==> config.mk <==
export PLATFORM = sky130hd
export DESIGN_NAME = alu_instr_stim_gen
export DESIGN_NICKNAME = d
export VERILOG_FILES = /design/src/rtl/stim_pkg.sv /design/src/rtl/stim_lfsr32.sv /design/src/rtl/alu_instr_stim_gen.sv
export SDC_FILE = /design/constraint.sdc
export NUM_CORES = 1
export LEC_CHECK = 0
export BUFFER_PORTS_ARGS = -buffer_cell sky130_fd_sc_hd__buf_2
export CAP_MARGIN = 30
export CORE_MARGIN = 2
export CORE_UTILIZATION = 59
export DETAILED_ROUTE_END_ITERATION = 7
export GPL_ROUTABILITY_DRIVEN = 0
export GPL_TIMING_DRIVEN = 0
export PLACE_DENSITY = 0.83
export SYNTH_ARGS = -nofsm -noshare
export SYNTH_HDL_FRONTEND = slang
export SYNTH_SLANG_ARGS = --single-unit
==> constraint.sdc <==
create_clock -name clk -period 5.05 [get_ports clk]
set_input_delay 0.2525 -clock clk [delete_from_list [all_inputs] [get_ports clk]]
set_output_delay 0.2525 -clock clk [all_outputs]
set_load 0.02 [all_outputs]
==> src/rtl/stim_pkg.sv <==
// Shared opcodes, masks, FSM state type and the LFSR step function for the
// RV32I instruction stimulus generator.
package stim_pkg;

  localparam logic [6:0]  OPC_OP_IMM        = 7'b0010011;
  localparam logic [6:0]  OPC_LOAD          = 7'b0000011;
  localparam logic [31:0] LFSR_MASK         = 32'h80200003;
  localparam logic [11:0] SHIFT_IMM_MASK_SR = 12'h41F;
  localparam logic [11:0] SHIFT_IMM_MASK_SL = 12'h01F;

  typedef enum logic [1:0] {
    WARMUP = 2'd0,
    RUN    = 2'd1,
    DONE   = 2'd2
  } stim_state_e;

  // Right-shifting Galois form of x^32+x^22+x^2+x+1.
  function automatic logic [31:0] lfsr_step(input logic [31:0] s);
    lfsr_step = s[0] ? ((s >> 1) ^ LFSR_MASK) : (s >> 1);
  endfunction

endpackage

==> src/rtl/stim_lfsr32.sv <==
// 32-bit Galois LFSR; reset loads the seed (zero seed replaced by 1), step
// advances one position.
module stim_lfsr32
  import stim_pkg::*;
#(
  parameter logic [31:0] SEED = 32'h000003FA
) (
  input  logic        clk,
  input  logic        reset_n,
  input  logic        step,
  output logic [31:0] state
);

  localparam logic [31:0] SEED_EFF = (SEED == 32'd0) ? 32'h00000001 : SEED;

  always_ff @(posedge clk or negedge reset_n) begin
    if (!reset_n) begin
      state <= SEED_EFF;
    end else if (step) begin
      state <= lfsr_step(state);
    end
  end

endmodule

==> src/rtl/alu_instr_stim_gen.sv <==
// Seeded RV32I OP-IMM instruction source with valid/ready handshake, NOP
// warm-up and instruction budget. Define STIM_LOAD_MIX_EN to mix in LB/LBU.
module alu_instr_stim_gen
  import stim_pkg::*;
#(
  parameter logic [31:0] SEED          = 32'h000003FA,
  parameter int unsigned WARMUP_CYCLES = 3,
  parameter int unsigned NUM_INSTRS    = 100,
  parameter logic [31:0] NOP_WORD      = 32'h00000013
) (
  input  logic        clk,
  input  logic        reset_n,
  input  logic        enable,
  output logic        out_valid,
  input  logic        out_ready,
  output logic [31:0] instr,
  output logic        is_random,
  output logic [31:0] issued_count,
  output logic        done
);

  localparam logic [31:0] WARM_LIM   = WARMUP_CYCLES;
  localparam logic [31:0] INSTR_LIM  = NUM_INSTRS;

  stim_state_e state_q;
  logic        vld_p0;
  logic [31:0] warm_cnt_q;
  logic [31:0] warm_cnt_nxt;
  logic [31:0] lfsr_s;
  logic [31:0] rand_word;
  logic [11:0] imm;
  logic [2:0]  funct3;
  logic [6:0]  opcode;
  logic        xfer;
  logic        unused_lfsr_bits;

  assign xfer      = vld_p0 && out_ready;
  assign out_valid = vld_p0;
  assign is_random = (state_q == RUN);
  assign done      = (state_q == DONE);
  assign instr     = is_random ? rand_word : NOP_WORD;

  // Counter saturates at the limit so a late enable still finds a match.
  assign warm_cnt_nxt = warm_cnt_q +
                        ((xfer && (warm_cnt_q != WARM_LIM)) ? 32'd1 : 32'd0);

  stim_lfsr32 #(
    .SEED(SEED)
  ) u_lfsr (
    .clk    (clk),
    .reset_n(reset_n),
    .step   (is_random && xfer),
    .state  (lfsr_s)
  );

  // Control: handshake valid, phase FSM, counters.
  always_ff @(posedge clk or negedge reset_n) begin
    if (!reset_n) begin
      state_q      <= WARMUP;
      vld_p0       <= 1'b0;
      warm_cnt_q   <= 32'd0;
      issued_count <= 32'd0;
    end else begin
      vld_p0 <= 1'b1;
      case (state_q)
        WARMUP: begin
          warm_cnt_q <= warm_cnt_nxt;
          if (enable && (warm_cnt_nxt == WARM_LIM)) begin
            state_q <= RUN;
          end
        end
        RUN: begin
          if (xfer) begin
            issued_count <= issued_count + 32'd1;
            if ((INSTR_LIM != 32'd0) && (issued_count + 32'd1 == INSTR_LIM)) begin
              state_q <= DONE;
            end
          end
        end
        DONE: begin
          state_q <= DONE;
        end
        default: begin
          state_q <= WARMUP;
        end
      endcase
    end
  end

  // Decode: LFSR state to instruction word, combinational.
  always_comb begin
    imm    = lfsr_s[31:20];
    funct3 = lfsr_s[14:12];
    opcode = OPC_OP_IMM;
    if (funct3 == 3'd5) begin
      imm = imm & SHIFT_IMM_MASK_SR;
    end else if (funct3 == 3'd1) begin
      imm = imm & SHIFT_IMM_MASK_SL;
    end
`ifdef STIM_LOAD_MIX_EN
    if (lfsr_s[1:0] == 2'b00) begin
      opcode = OPC_LOAD;
      funct3 = lfsr_s[14:12] & 3'b100;
      imm    = lfsr_s[31:20];
    end
`endif
    rand_word = {imm, lfsr_s[19:15], funct3, lfsr_s[11:7], opcode};
  end

  assign unused_lfsr_bits = ^lfsr_s[6:0];

endmodule
* Word-level counts from Yosys, hierarchy flattened
Cells that the tools add are included.
** Word-level totals
- Register bits after elaboration :: 99
- Input port bits :: 4
- Output and inout port bits :: 67
- Word-level logic and storage cells :: 34
** Cells by class
- Add/sub/neg operators :: 2
- Eq/ne operators :: 10
- Muxes and demuxes :: 9
- Bitwise operators :: 1
- Reduce and logical (&&, ||, !) cells :: 7
** Operator list (count)
- two-way mux 32 bit :: 2
- adder 32 x 1 -> 32 bit :: 1
- adder 32 x 1 -> 32 bit, second input constant :: 1
- == test 32 x 2 -> 1 bit, second input constant :: 1
- == test 32 x 7 -> 1 bit, second input constant :: 1
- != test 32 x 2 -> 1 bit, second input constant :: 1
- two-way mux 12 bit :: 2
- two-way mux 2 bit :: 3
- one-hot mux 2 bit (3 select lines) :: 1
- logical AND 1 bit :: 4
- != test 2 x 1 -> 1 bit, second input constant :: 2
- NOT 3 -> 4 bit :: 1
- == test 3 x 1 -> 1 bit, second input constant :: 1
- == test 3 bit, second input constant :: 1
- AND reduction 3 bit :: 1
- == test 2 x 1 -> 1 bit, second input constant :: 1
- == test 2 bit, second input constant :: 1
- logical NOT 2 bit :: 1
- != test 2 bit, second input constant :: 1
- AND reduction 2 bit :: 1
- two-way mux 1 bit :: 1

* Depth between registers and ports, before layout
- Depth after elaboration :: 8
- Mapped depth :: 17
- Gate-level depth less buffers :: 14

* Cells and area by module
Synthesis repeated with hierarchy kept, for this count alone.
** Second synthesis, totals
- Cells, all modules :: 598
- Area total of the unflattened synthesis :: 5909.4 um^2
** Modules (own cells, without submodules)
- alu_instr_stim_gen :: times used 1, cells each 525, area each 4568.1 um^2, sequential area each 1676.6 um^2
- stim_lfsr32 :: times used 1, cells each 73, area each 1341.3 um^2, sequential area each 810.8 um^2

* Worst setup path after synthesis
OpenSTA, ideal clock, no wires.
- Path kind :: flip-flop to flip-flop
- Start point :: register warm_cnt_q[2]
- End point :: register state_q[0]
- Setup time :: 0.128 ns
- Arrival time :: 3.497 ns
- Data required time :: 4.922 ns
- Slack :: 1.425 ns
- Stages on the path, launching flop included :: 18
- Buffers on the path :: 3
- Clock period less this slack :: 3.625 ns
- Cell sequence :: dfrtp_1 > buf_4 > nor4bb_1 > nand4_1 > nor2_1 > a41oi_1 > ha_1 > ha_1 > and4_1 > buf_4 > and3_1 > buf_6 > a311oi_1 > a31oi_1 > a221o_1 > o41ai_1 > o21ai_1 > mux2_1
** On the way
- Longest elaborated chain between the ends :: 8
** RTL lines
- start, declared :: RTL line alu_instr_stim_gen.sv:27 : logic [31:0] warm_cnt_q;
- start signal, assigned :: RTL line alu_instr_stim_gen.sv:67 : warm_cnt_q <= warm_cnt_nxt;
- != test 32 x 2 -> 1 bit :: RTL line alu_instr_stim_gen.sv:45 : ((xfer && (warm_cnt_q != WARM_LIM)) ? 32'd1 : 32'd0);
- logical AND 1 bit :: RTL line alu_instr_stim_gen.sv:45
- two-way mux 1 bit :: RTL line alu_instr_stim_gen.sv:45
- adder 32 x 1 -> 32 bit * :: RTL line alu_instr_stim_gen.sv:44 : assign warm_cnt_nxt = warm_cnt_q +
- == test 32 x 2 -> 1 bit * :: RTL line alu_instr_stim_gen.sv:68 : if (enable && (warm_cnt_nxt == WARM_LIM)) begin
- logical AND 1 bit * :: RTL line alu_instr_stim_gen.sv:68
- != test 2 bit (no source line) *
- AND reduction 3 bit (no source line) *
- end signal, assigned :: RTL line alu_instr_stim_gen.sv:69 : state_q <= RUN;
- end signal, assigned :: RTL line alu_instr_stim_gen.sv:76 : state_q <= DONE;
- end signal, assigned :: RTL line alu_instr_stim_gen.sv:81 : state_q <= DONE;
- end, declared :: RTL line alu_instr_stim_gen.sv:25 : stim_state_e state_q;
Every way passes the cells marked *; elsewhere a longest branch is shown, timed or not.
A chain may end at the register's enable or synchronous reset.

* Worst setup path after layout
- Start point :: register warm_cnt_q[25]
- End point :: register state_q[1]
Same word-level chain as after synthesis.

==> impl_metrics.ini <==
[run_status]
status = complete, no violations

[clock_tree]
clock_sink_count = 99
cts_tree = built
clkSlewWorstSetupHoldPaths_ps = 90
cts_made_buffers = 9
clkLatencyLatePin_ps = 380
cts_hold_buf = 1
cts_max_level = 3
cts-resized-gates = 0
cts_setup_buffers = 0
ctsRootBufferMaster = sky130_fd_sc_hd__clkbuf_8
clock_path_buffers = 2

[global_route]
grt_util_all_layers_pct = 25.57
grt_start_max_net_pins = 62
global_route_wire_length_before_repair_um = 21610
first_global_vias = 4534
globalRouteOverflowTotal = 0
number_of_antenna_violations_at_the_first_check_in_global_routing = 0

[sta]
finalCritPeriodShare_pct = 85.96
worst_hold_margin_ps = 387.0
unrepaired_setup_endpoints_after_global_routing = no
maxClockFrequency_ghz = 0.2304
finalMaxSlewViolations = 0
postLayoutSetupSlackWorst_ps = 709.1
tightestPinTransition_ps = 936.8
timing.setup.tns_ps = 0
final_hold_viol_count = 0
finalClockSkew_ps = 5.031
min_period_ps = 4341
setup_viol = 0
rel_slew_slack_pct = 36.97

[floorplan]
std_cell_rows = 36
die_width_um = 103.1
initial_core_util_pct = 60.06
top_level_ports = 71
die_h_um = 103.1
floorplan.core_area_um2 = 9639
dieArea_um2 = 10620

[placement]
post-place-ws_ps = 736.6
numPortBuffers = 63
hpwlAfterDp_um = 9510
placement.cell_area_um2 = 6324

[synth]
synthesis.area_um2 = 5789
synth-seq-area-share_pct = 42.97
post_synth_edffs = 0
library_cells_used_by_synthesis = 67
syn_inst = 649
synthesis.yosys.warnings = 0
synth_top_flop_cell = sky130_fd_sc_hd__dfrtp_1
async_reset_ff_share_pct = 100.0
ys_ff_latch = 99
synth_area_per_cell_um2 = 8.920

[detailed_routing]
dr_total_vias = 5018
drt-vias-per-instance = 5.774
antenna_left = 0
totalWireLength_um = 13270
drtIter0Drc = 379
detail_route.drc_violations = 0
detail_route.wl_per_cell_um = 15.27
firstDrtPassIters = 7

[cells_and_area]
insertedDiodeCount = 0
utilization_pct = 67.93
drive_gt1_share_pct = 17.80
area_delta_synth_final_pct = 13.10
layout.nets = 742
most-common-layout-cells = sky130_fd_sc_hd__nand2_1 (131), sky130_fd_sc_hd__dfrtp_1 (91), sky130_fd_sc_hd__buf_2 (76)
layout.cell_area.non_filler_um2 = 6548
most_common_library_cell_in_the_layout_ignoring_fill_and_taps = sky130_fd_sc_hd__nand2_1

[critical_path]
r2r_end = state_q[1]$_DFFE_PN0P_
worst-r2r-cell-count = 17
worst_path_required_time_ps = 5310
crit_arrival_ps = 4600
worst_r2r_startpoint = warm_cnt_q[25]$_DFFE_PN0N_
critPathMaxFanout = 10
endpoint_kind = flip-flop
path_class = reg2reg
critical_path.startpoint = warm_cnt_q[25]$_DFFE_PN0N_
reg2reg_slack_ps = 710
start_kind = flip-flop

[pwr]
power.clock.fraction_pct = 29.8
vdd_ir_drop_max_v = 0.0002102
power_switching_mw = 0.6034
p_leak_nw = 3.082
p_int_mw = 1.264
seq_power_share_pct = 49.0
power.switching_fraction_pct = 32.31
power_per_cell_area_nw_per_um2 = 285.2
power.share.combinational_pct = 21.2

[min_path]
worstHoldPathType = in2async

[run]
cap_viol_max_count = 0
layer usage:
metal  GRT usage, %  part of all wire (%)  up-vias
li1               -                     -     2390
met1          36.38                    45     2406
met2          39.76                    47      196
met3          4.271                   6.0       26
met4          9.211                   1.7        0
met5              0                     0        -
cells by family (layout without fill, tap and decap cells):
group | Yosys count | after routing | synth area share (%)
compound gates | 53 | 53 | 6.700
simple gates | 341 | 341 | 30.50
other cells | 2 | 8 | 0.1297
buf+inv | 65 | 146 | 5.490
xor+xnor | 73 | 73 | 11.04
fa+ha+maj | 7 | 7 | 1.513
mux | 9 | 9 | 1.664
flops | 99 | 99 | 42.97
how the worst max path moves through the flow:
stage                             end  slack (ps)  cells after the start
5_1_grt        state_q[1]$_DFFE_PN0P_         510                     17
6_report       state_q[1]$_DFFE_PN0P_         710                     17
4_1_cts        state_q[1]$_DFFE_PN0P_         730                     17
3_3_place_gp   state_q[1]$_DFFE_PN0P_         830                     17
2_1_floorplan  state_q[0]$_DFFE_PN0P_        1430                     17
3_5_place_dp   state_q[1]$_DFFE_PN0P_         740                     17
cells in the mapped netlist, types with 2 or more instances:
master	instances	area, µm²
sky130_fd_sc_hd__buf_1	2	7.510
sky130_fd_sc_hd__dfstp_2	8	210.2
sky130_fd_sc_hd__o211ai_1	2	15.01
sky130_fd_sc_hd__or2_2	3	18.77
sky130_fd_sc_hd__nor3_1	17	85.08
sky130_fd_sc_hd__xor2_1	19	166.4
sky130_fd_sc_hd__and3_1	11	68.82
sky130_fd_sc_hd__nand3_1	30	150.1
sky130_fd_sc_hd__mux2i_1	4	40.04
sky130_fd_sc_hd__or3_1	7	43.79
sky130_fd_sc_hd__xnor2_1	54	473.0
sky130_fd_sc_hd__nand2_1	131	491.7
sky130_fd_sc_hd__nor3b_1	4	30.03
sky130_fd_sc_hd__ha_1	7	87.58
sky130_fd_sc_hd__o21a_1	2	15.01
sky130_fd_sc_hd__nand4_1	35	219.0
sky130_fd_sc_hd__a21oi_1	6	30.03
sky130_fd_sc_hd__or4_1	2	15.01
sky130_fd_sc_hd__a211o_1	2	17.52
sky130_fd_sc_hd__and4_1	7	61.31
sky130_fd_sc_hd__nand4_2	3	37.54
sky130_fd_sc_hd__a311o_1	4	40.04
sky130_fd_sc_hd__o31ai_1	4	30.03
sky130_fd_sc_hd__nor4bb_1	3	30.03
sky130_fd_sc_hd__buf_4	12	90.09
sky130_fd_sc_hd__o22ai_1	2	12.51
sky130_fd_sc_hd__o21ai_0	9	45.04
sky130_fd_sc_hd__mux2_1	2	22.52
sky130_fd_sc_hd__nor4_1	14	87.58
sky130_fd_sc_hd__and2_0	2	12.51
sky130_fd_sc_hd__a31oi_1	3	18.77
sky130_fd_sc_hd__nand2b_1	2	12.51
sky130_fd_sc_hd__clkbuf_1	21	78.83
sky130_fd_sc_hd__inv_1	12	45.04
sky130_fd_sc_hd__buf_2	14	70.07
sky130_fd_sc_hd__o41ai_1	4	35.03
sky130_fd_sc_hd__mux2_2	3	33.78
sky130_fd_sc_hd__a211oi_1	2	15.01
sky130_fd_sc_hd__conb_1	2	7.510
sky130_fd_sc_hd__and2_1	27	168.9
sky130_fd_sc_hd__nor4b_1	3	26.28
sky130_fd_sc_hd__nor2_1	31	116.4
sky130_fd_sc_hd__dfrtp_1	91	2277
sky130_fd_sc_hd__clkbuf_2	3	15.01
metrics by stage:
step | instances | total power, mW
final | 869 | 1.867
after global routing | 869 | 1.961
after CTS | 869 | 1.872
after detailed placement | 852 | 1.325
after global placement | 851 | 1.299
after floorplan | 655 | 1.184
state kept, by name, summed over array words and instances (netlist names):
register,count
issued_count,32
out_valid,1
state_q,2
u_lfsr.state,32
warm_cnt_q,32
critical path: stages, from the launching register on:
cell and delay, ps:
sky130_fd_sc_hd__dfrtp_1 370, sky130_fd_sc_hd__clkbuf_1 180, sky130_fd_sc_hd__nor4_1 360, sky130_fd_sc_hd__nand4_1 140, sky130_fd_sc_hd__nor2_1 140, sky130_fd_sc_hd__a41oi_1 160
sky130_fd_sc_hd__ha_1 310, sky130_fd_sc_hd__ha_1 270, sky130_fd_sc_hd__and4_1 210, sky130_fd_sc_hd__buf_4 160, sky130_fd_sc_hd__and3_1 150, sky130_fd_sc_hd__buf_6 140
sky130_fd_sc_hd__a311oi_1 210, sky130_fd_sc_hd__a31oi_1 70, sky130_fd_sc_hd__a221o_1 340, sky130_fd_sc_hd__o41ai_1 470, sky130_fd_sc_hd__o21ai_1 200, sky130_fd_sc_hd__mux2_1 350
power groups by stage:
stage	clock network [mW]	registers, mW	logic [mW]
finish	0.556	0.915	0.397
global route	0.594	0.923	0.445
CTS	0.560	0.914	0.398
detailed placement	0	0.928	0.397
global placement	0	0.923	0.376
floorplan	0	0.929	0.255
area by class of cell:
cell class | instances | area, µm²
fillers | 821 | 3092
well taps | 133 | 166.4
plain buffers | 53 | 272.8
flip-flops and latches | 99 | 2487
repair buffers | 65 | 355.3
multi-input cells | 491 | 3007
inverters | 12 | 45.04
clock inverters | 2 | 41.29
clock buffers | 14 | 172.7
No activity file was read; power rests on OpenSTA's default activity.
